**src/rtl/alu_shift_pkg.sv**
```systemverilog
// ============================================================================
// Module      : alu_shift_pkg
// Description : Operation and shift-mode encodings for alu_shift_pipe.
// Revision    : 1.0 - initial release
// ============================================================================
`default_nettype none

package alu_shift_pkg;

  localparam logic [2:0] OP_ADD   = 3'b000;
  localparam logic [2:0] OP_SUB   = 3'b001;
  localparam logic [2:0] OP_AND   = 3'b010;
  localparam logic [2:0] OP_OR    = 3'b011;
  localparam logic [2:0] OP_XOR   = 3'b100;
  localparam logic [2:0] OP_NOTA  = 3'b101;
  localparam logic [2:0] OP_INC   = 3'b110;
  localparam logic [2:0] OP_PASSB = 3'b111;

  localparam logic [1:0] SH_NONE = 2'b00;
  localparam logic [1:0] SH_LSL  = 2'b01;
  localparam logic [1:0] SH_LSR  = 2'b10;
  localparam logic [1:0] SH_ASR  = 2'b11;

  // Only the adder-based ops produce meaningful carry and overflow.
  function automatic logic is_arith(input logic [2:0] op);
    return (op == OP_ADD) || (op == OP_SUB) || (op == OP_INC);
  endfunction

endpackage

`default_nettype wire

```
**src/rtl/alu_barrel_shift.sv**
```systemverilog
// ============================================================================
// Module      : alu_barrel_shift
// Description : Combinational barrel shifter with saturating oversize amounts.
// Revision    : 1.0 - initial release
// ============================================================================
`default_nettype none

module alu_barrel_shift
  import alu_shift_pkg::*;
#(
  parameter int WIDTH = 8,
  parameter int SHW   = $clog2(WIDTH) + 1
) (
  input  logic [WIDTH-1:0] din,
  input  logic [1:0]       mode,
  input  logic [SHW-1:0]   shamt,
  output logic [WIDTH-1:0] dout
);

  logic w_oversize;

  assign w_oversize = (shamt >= SHW'(WIDTH));

  always_comb begin
    dout = din;
    case (mode)
      SH_LSL:  dout = w_oversize ? '0 : (din << shamt);
      SH_LSR:  dout = w_oversize ? '0 : (din >> shamt);
      SH_ASR:  dout = w_oversize ? {WIDTH{din[WIDTH-1]}}
                                 : WIDTH'($signed(din) >>> shamt);
      default: dout = din;
    endcase
  end

endmodule

`default_nettype wire

```
**src/rtl/alu_shift_pipe.sv**
```systemverilog
// ============================================================================
// Module      : alu_shift_pipe
// Description : Two-stage valid/ready pipeline: ALU in stage 1, shifter in 2.
// Revision    : 1.0 - initial release
// ============================================================================
`default_nettype none

module alu_shift_pipe
  import alu_shift_pkg::*;
#(
  parameter int WIDTH = 8,
  parameter int SHW   = $clog2(WIDTH) + 1
) (
  input  logic             clk,
  input  logic             reset,
  input  logic             in_valid,
  output logic             in_ready,
  input  logic [WIDTH-1:0] a,
  input  logic [WIDTH-1:0] b,
  input  logic [2:0]       op,
  input  logic             cin,
  input  logic [1:0]       shmode,
  input  logic [SHW-1:0]   shamt,
  output logic             out_valid,
  input  logic             out_ready,
  output logic [WIDTH-1:0] result,
  output logic             cout,
  output logic             ovf,
  output logic             zero
);

  logic             w_s1_en;
  logic             w_s2_en;
  logic [WIDTH-1:0] w_bop;
  logic             w_cin;
  logic [WIDTH:0]   w_sum;
  logic [WIDTH-1:0] w_alu_res;
  logic             w_arith;
  logic             w_cout;
  logic             w_ovf;
  logic [WIDTH-1:0] w_shifted;

  logic             r_s1_valid;
  logic [WIDTH-1:0] r_s1_res;
  logic             r_s1_cout;
  logic             r_s1_ovf;
  logic [1:0]       r_s1_mode;
  logic [SHW-1:0]   r_s1_shamt;

  logic             r_s2_valid;
  logic [WIDTH-1:0] r_result;
  logic             r_cout;
  logic             r_ovf;
  logic             r_zero;

  // A stage may load when empty or when its current content leaves this cycle.
  assign w_s2_en  = !r_s2_valid || out_ready;
  assign w_s1_en  = !r_s1_valid || w_s2_en;
  assign in_ready = w_s1_en;

  always_comb begin
    w_bop = b;
    w_cin = cin;
    case (op)
      OP_SUB:  w_bop = ~b;
      OP_INC: begin
        w_bop = WIDTH'(1);
        w_cin = 1'b0;
      end
      default: w_bop = b;
    endcase
  end

  assign w_sum   = {1'b0, a} + {1'b0, w_bop} + (WIDTH+1)'(w_cin);
  assign w_arith = is_arith(op);

  always_comb begin
    w_alu_res = w_sum[WIDTH-1:0];
    case (op)
      OP_AND:   w_alu_res = a & b;
      OP_OR:    w_alu_res = a | b;
      OP_XOR:   w_alu_res = a ^ b;
      OP_NOTA:  w_alu_res = ~a;
      OP_PASSB: w_alu_res = b;
      default:  w_alu_res = w_sum[WIDTH-1:0];
    endcase
  end

  assign w_cout = w_arith && w_sum[WIDTH];
  assign w_ovf  = w_arith && (a[WIDTH-1] == w_bop[WIDTH-1])
                          && (w_sum[WIDTH-1] != a[WIDTH-1]);

  always_ff @(posedge clk) begin
    if (reset) begin
      r_s1_valid <= 1'b0;
      r_s1_res   <= '0;
      r_s1_cout  <= 1'b0;
      r_s1_ovf   <= 1'b0;
      r_s1_mode  <= SH_NONE;
      r_s1_shamt <= '0;
    end else if (w_s1_en) begin
      r_s1_valid <= in_valid;
      if (in_valid) begin
        r_s1_res   <= w_alu_res;
        r_s1_cout  <= w_cout;
        r_s1_ovf   <= w_ovf;
        r_s1_mode  <= shmode;
        r_s1_shamt <= shamt;
      end
    end
  end

  alu_barrel_shift #(
    .WIDTH (WIDTH),
    .SHW   (SHW)
  ) u_shift (
    .din   (r_s1_res),
    .mode  (r_s1_mode),
    .shamt (r_s1_shamt),
    .dout  (w_shifted)
  );

  // Output registers only update on a real beat so they hold during stalls.
  always_ff @(posedge clk) begin
    if (reset) begin
      r_s2_valid <= 1'b0;
      r_result   <= '0;
      r_cout     <= 1'b0;
      r_ovf      <= 1'b0;
      r_zero     <= 1'b0;
    end else if (w_s2_en) begin
      r_s2_valid <= r_s1_valid;
      if (r_s1_valid) begin
        r_result <= w_shifted;
        r_cout   <= r_s1_cout;
        r_ovf    <= r_s1_ovf;
        r_zero   <= (w_shifted == '0);
      end
    end
  end

  assign out_valid = r_s2_valid;
  assign result    = r_result;
  assign cout      = r_cout;
  assign ovf       = r_ovf;
  assign zero      = r_zero;

endmodule

`default_nettype wire

```
**config.mk**
```make
export PLATFORM = sky130hd
export DESIGN_NAME = alu_shift_pipe
export DESIGN_NICKNAME = d
export VERILOG_FILES = /design/src/rtl/alu_shift_pkg.sv /design/src/rtl/alu_barrel_shift.sv /design/src/rtl/alu_shift_pipe.sv
export SDC_FILE = /design/constraint.sdc
export NUM_CORES = 1
export LEC_CHECK = 0
export CAP_MARGIN = 10
export CORE_UTILIZATION = 45
export DETAILED_ROUTE_END_ITERATION = 12
export GPL_TIMING_DRIVEN = 0
export PLACE_DENSITY = 0.8
export SETUP_SLACK_MARGIN = 0.4
export SLEW_MARGIN = 20
export SYNTH_ARGS = -nofsm -noshare
export SYNTH_HDL_FRONTEND = slang
export SYNTH_SLANG_ARGS = --single-unit
```
**constraint.sdc**
```tcl
create_clock -name clk -period 2.9 [get_ports clk]
set_input_delay 0.29 -clock clk [delete_from_list [all_inputs] [get_ports clk]]
set_output_delay 0.29 -clock clk [all_outputs]
set_load 0.01 [all_outputs]
```
After elaboration in Yosys (flattened, before gate mapping)
Index checks and enable logic that the tools add are counted.

cells by class
  add/subtract/negate cells = 2
  multiplexer cells = 7
  bitwise operators = 5
  eq/ne operators = 12
  reductions and logical operators = 13
  magnitude comparators = 1
  shift-type cells = 3

operators with widths
  cell                  number
  $pmux W8 S5           1
  $mux W8               3
  $pmux W8 S3           1
  $not A8 Y8            2
  $pmux W8 S2           1
  $eq A3 B3 Y1 const B  4
  $add A8 B8 Y9         1
  $add A9 B1 Y9         1
  $and A8 B8 Y8         1
  $logic_not A8 Y1      1
  $or A8 B8 Y8          1
  $shl A8 B4 Y8         1
  $shr A8 B4 Y8         1
  $sshr A8 B4 Y8        1
  $xor A8 B8 Y8         1
  $eq A3 B2 Y1 const B  2
  $eq A2 B2 Y1 const B  2
  $ge A4 B4 Y1 const B  1
  $logic_or A1 B1 Y1    4
  $reduce_and A2 Y1     2
  $eq A3 B1 Y1 const B  1
  $logic_and A1 B1 Y1   3
  $logic_not A3 Y1      1
  $eq A2 B1 Y1 const B  1
  other kinds (4)       5

word-level totals
  output and inout port bits = 13
  bits of input ports = 30
  register bits after elaboration = 29

Longest topological paths before layout
  depth after elaboration = 6
  mapped depth = 14
  depth with buffers taken out = 13

Hierarchy
From an unflattened synthesis, not the netlist that was laid out.

second synthesis, totals
  cell total of the unflattened synthesis = 404
  area total of the unflattened synthesis = 3150.5 µm²

modules (own cells, without submodules)
  module            instances  area an instance (µm²)  cells each  seq. area each (µm²)
  alu_shift_pipe    1          2253.4                  296         580.6
  alu_barrel_shift  1          897.1                   108         0.0

Least setup slack after synthesis
No wires, ideal clock.

  path kind = in2reg
  from = input op[2]
  to = register r_s1_res[6]
  data required time = 2.785 ns
  path buffers = 2
  data arrival time = 2.857 ns
  path slack = -0.073 ns
  stages = 14
  path through = clkbuf_1 -> clkbuf_1 -> nor3_1 -> a21oi_1 -> nand2_1 -> fa_1 -> inv_1 -> fa_1 -> nor2b_1 -> o21a_1 -> o21a_1 -> o21a_1 -> or4_1 -> and3_1

between the ends
  longest elaborated chain between the ends = 5
  elaborated cells between the ends (all ways) = 12
  classes of those cells = 2 x add/sub; 7 x eq/ne; 3 x mux

ends and longest elaborated chain
  what                                                 RTL line               RTL
  start, declared                                      alu_shift_pipe.sv:20   input logic [2:0] op,
  $eq A3 B3 Y1 / $eq A3 B1 Y1 (equally long branches)  alu_shift_pipe.sv:64   case (op)
  $pmux W8 S2                                          alu_shift_pipe.sv:64
  $add A8 B8 Y9                                        alu_shift_pipe.sv:74   assign w_sum = {1'b0, a} + {1'b0, w_bop} + (WIDTH+1)'(w_cin);
  $add A9 B1 Y9                                        alu_shift_pipe.sv:74
  $pmux W8 S5 *                                        alu_shift_pipe.sv:79   case (op)
  end signal, assigned                                 alu_shift_pipe.sv:104  r_s1_res <= w_alu_res;
  end, declared                                        alu_shift_pipe.sv:44   logic [WIDTH-1:0] r_s1_res;

Every way passes the cells marked *; elsewhere a longest branch is shown, timed or not.
A chain may end at the register's enable or synchronous reset.

Worst setup path after layout
  from = input op[1]
  to = register r_s1_res[6]

Same word-level chain as after synthesis.

==> metrics.csv <==
metric,value,unit
"flops & latches, synth",29,
unrepaired setup endpoints after global routing,true,
Final min period,2500,ps
Netlist cell types,61,
Setup TNS,0,ps
"Top FF cell, synth",dfxtp_1,
period utilization,86.2,%
Via density,6.08,
total gr overflow,0,
clk_lat worst skew,280,ps
Critical Path End,r_s1_res[6],
CP Capture Type,register,
worst r2r path cells,8,
GRT Overall Usage,25.8,%
Clock Pin Slew Worst Setup and Hold Paths,60,ps
total CTS buffers,5,
slew margin rel.,55.6,%
part of the Yosys area used for sequential elements,19.7,%
IO Count,43,
Ys Warns,0,
Starting Density,46.4,%
hold buffer count at cts,0,
die area,6880,um2
final-report hold violation count,0,
first-pass GRT wire length,14700,um
via count,3374,
largest area contributor in the netlist,dfxtp_1,
Longest Clk Path Bufs,2,
largest net degree at the start of global routing,11,
Filler Cell Count,520,
CTS tree,built,
syn avg cell area,7.31,um2
Worst EP required,3080,ps
Worst Setup SP,op[1],
Final setup viols,0,
Pwr Density,387,nW/um2
crit path max fanout,4,
highest clock rate,400,MHz
dpl hpwl,6550,um
Port Buf Inserts,42,
Die Y,82.9,um
layout cells sized above 1,17.4,%
VDD IR-drop max,0.229,mV
synthesized instance count,403,
Worst Path Arrival,2680,ps
max_cap viols,0,
Post-Syn Area,2950,um2
outcome,"complete, no violations",
# placed instances,522,
CTS Sinks,29,
syn_nets,458,
FP Rows,29,
FF-to-FF End,zero,
H-tree level count,2,
hold depth,2,
drt total wl,9180,um
ant diodes,0,
antenna-violating nets left,0,
Post-synth EDFFs,0,
final core occ,62.2,%
antenna violations before repair,0,
drt drc,0,
first-pass iteration count of the detailed router,7,
Synth area leaders,"dfxtp_1 20%, ha_1 9.8%, nand2_1 7.1%, a21oi_1 5.9%, nor2_1 4.7%",
R2R Setup Slk,660,ps
Leak,0.00166,uW
"Area growth, synth to finish",34.1,%
Final nets,532,
CP Class,in2reg,
worst-margin pin slew,664,ps
CORE AREA,6350,um2
root buf cell,clkbuf_8,
Hold Crit Class,reg2reg,
Final Max Slew Viols,0,
GPL Wtd Cong,0.930,
Avg WL per Cell,16.5,um
Synth top area share,19.7,%
launch point of the worst reg-to-reg path,r_s1_shamt[1],
number of global-route vias before repair,3211,
Post-Layout Cell Count,555,
CP startpoint kind,input pin,
ys async rst share,0,%
clock skew,6.70,ps
die width,82.9,um
DRC violation total after the first TritonRoute iteration,254,
==> kinds of logic (layout without fill, tap and decap cells) <==
| logic type | after synthesis | after routing | synth area share, % |
|---|---|---|---|
| and+or+nand+nor | 152 | 152 | 24.2 |
| AOI/OAI and AO/OA | 118 | 118 | 26.9 |
| buffers and inverters | 55 | 130 | 7.89 |
| DFF | 29 | 29 | 19.7 |
| adders and majority gates | 25 | 25 | 11.1 |
| muxes | 19 | 19 | 8.66 |
| xor gates and xnor gates | 5 | 5 | 1.49 |
==> placed cells by master, fill, tap and decap left out, drive strengths merged, types with 14 or more instances in the layout <==
master	count
nor2	37
inv	27
clkbuf	21
buf	40
clkdlybuf4s50	35
nand2	56
o21ai	14
dfxtp	29
a21oi	35
ha	23
a211oi	16
==> cells in the mapped netlist, types with 2 or more instances <==
cell / n
nand2_1: 56
nor2_1: 37
a21oi_1: 35
dfxtp_1: 29
inv_1: 27
ha_1: 23
a211oi_1: 16
clkbuf_1: 16
o21ai_0: 14
nor3_1: 10
mux2i_1: 9
nand2b_1: 9
nor2b_1: 9
o211ai_1: 7
nand3_1: 6
o21a_1: 6
o22ai_1: 6
and2_1: 5
buf_2: 5
mux2_2: 5
a2111oi_0: 4
and3_1: 4
xnor2_1: 4
a21boi_0: 3
a22oi_1: 3
mux4_2: 3
a21o_1: 2
a221o_1: 2
a221oi_1: 2
a222oi_1: 2
a311oi_1: 2
a31oi_1: 2
and3b_1: 2
buf_1: 2
buf_6: 2
fa_1: 2
nand3b_1: 2
nand4b_1: 2
nor3b_1: 2
nor4_1: 2
o31ai_1: 2
or2_2: 2
or3_1: 2
==> routing by layer <==
layer / vias to the layer above / wire, um / GRT usage [%]
met2: 171 / 4440 / 44.5
met4: 0 / 346 / 11.8
met5: - / 0 / 0
met1: 1563 / 3740 / 31.1
met3: 43 / 657 / 4.77
li1: 1597 / - / -
==> worst max-delay path: stages <==
cell and delay, ps:
buf_6 80, clkbuf_8 120, nand2b_4 150, nor3_2 60, a21oi_4 120, nand2_2 70, fa_2 360, inv_2 60
fa_2 190, nor2b_1 50, o21a_1 190, o21a_1 200, o21a_1 190, or4_1 380, and3_1 150
==> registers in the layout, indices dropped and copies added (netlist names) <==
signal and cells:
cout 1, out_valid 1, ovf 1, r_s1_cout 1, r_s1_mode 2, r_s1_ovf 1, r_s1_res 8, r_s1_shamt 4
r_s1_valid 1, result 8, zero 1
==> timing repair <==
item / in CTS / in global routing
resized for setup: 31 / 24
pin swaps: 11 / 10
endpoints found under the setup margin: 9 / 7
setup buffers: 16 / 9
==> report_power, final <==
| group | total, uW | internal [uW] | leakage [uW] | switching [uW] |
|---|---|---|---|---|
| logic | 573 | 277 | 0.00135 | 296 |
| registers | 458 | 425 | 0.000238 | 32.5 |
| clock network | 501 | 341 | 0.0000681 | 160 |
| total | 1530 | 1040 | 0.00166 | 488 |
==> area by class of cell <==
| class | instances | area (um2) | area share, % |
|---|---|---|---|
| multi-input cells | 319 | 2220 | 56.2 |
| well taps | 77 | 96.3 | 2.44 |
| inverters | 28 | 109 | 2.75 |
| clock inverters | 3 | 65.1 | 1.65 |
| repair buffers | 67 | 618 | 15.6 |
| plain buffers | 27 | 194 | 4.91 |
| clock buffers | 5 | 68.8 | 1.74 |
| flip-flops and latches | 29 | 581 | 14.7 |
==> how the worst min path moves through the flow <==
stage | from | slack (ps) | to
floorplan | in_valid | 420 | r_s1_valid
global placement | cout | 450 | cout
detailed placement | ovf | 450 | ovf
CTS | ovf | 460 | ovf
global route | ovf | 480 | ovf
finish | ovf | 450 | ovf
==> metrics by stage <==
stage	setup slack (ps)	cell area, um2	hold WS [ps]	total power (uW)
2_1_floorplan	266	3010	419	788
3_3_place_gp	-583	3520	445	946
3_5_place_dp	-721	3520	449	953
4_1_cts	363	3820	457	1490
5_1_grt	286	3950	483	1610
6_report	400	3950	454	1530
Note: power is estimated with default switching activity, not from simulation.
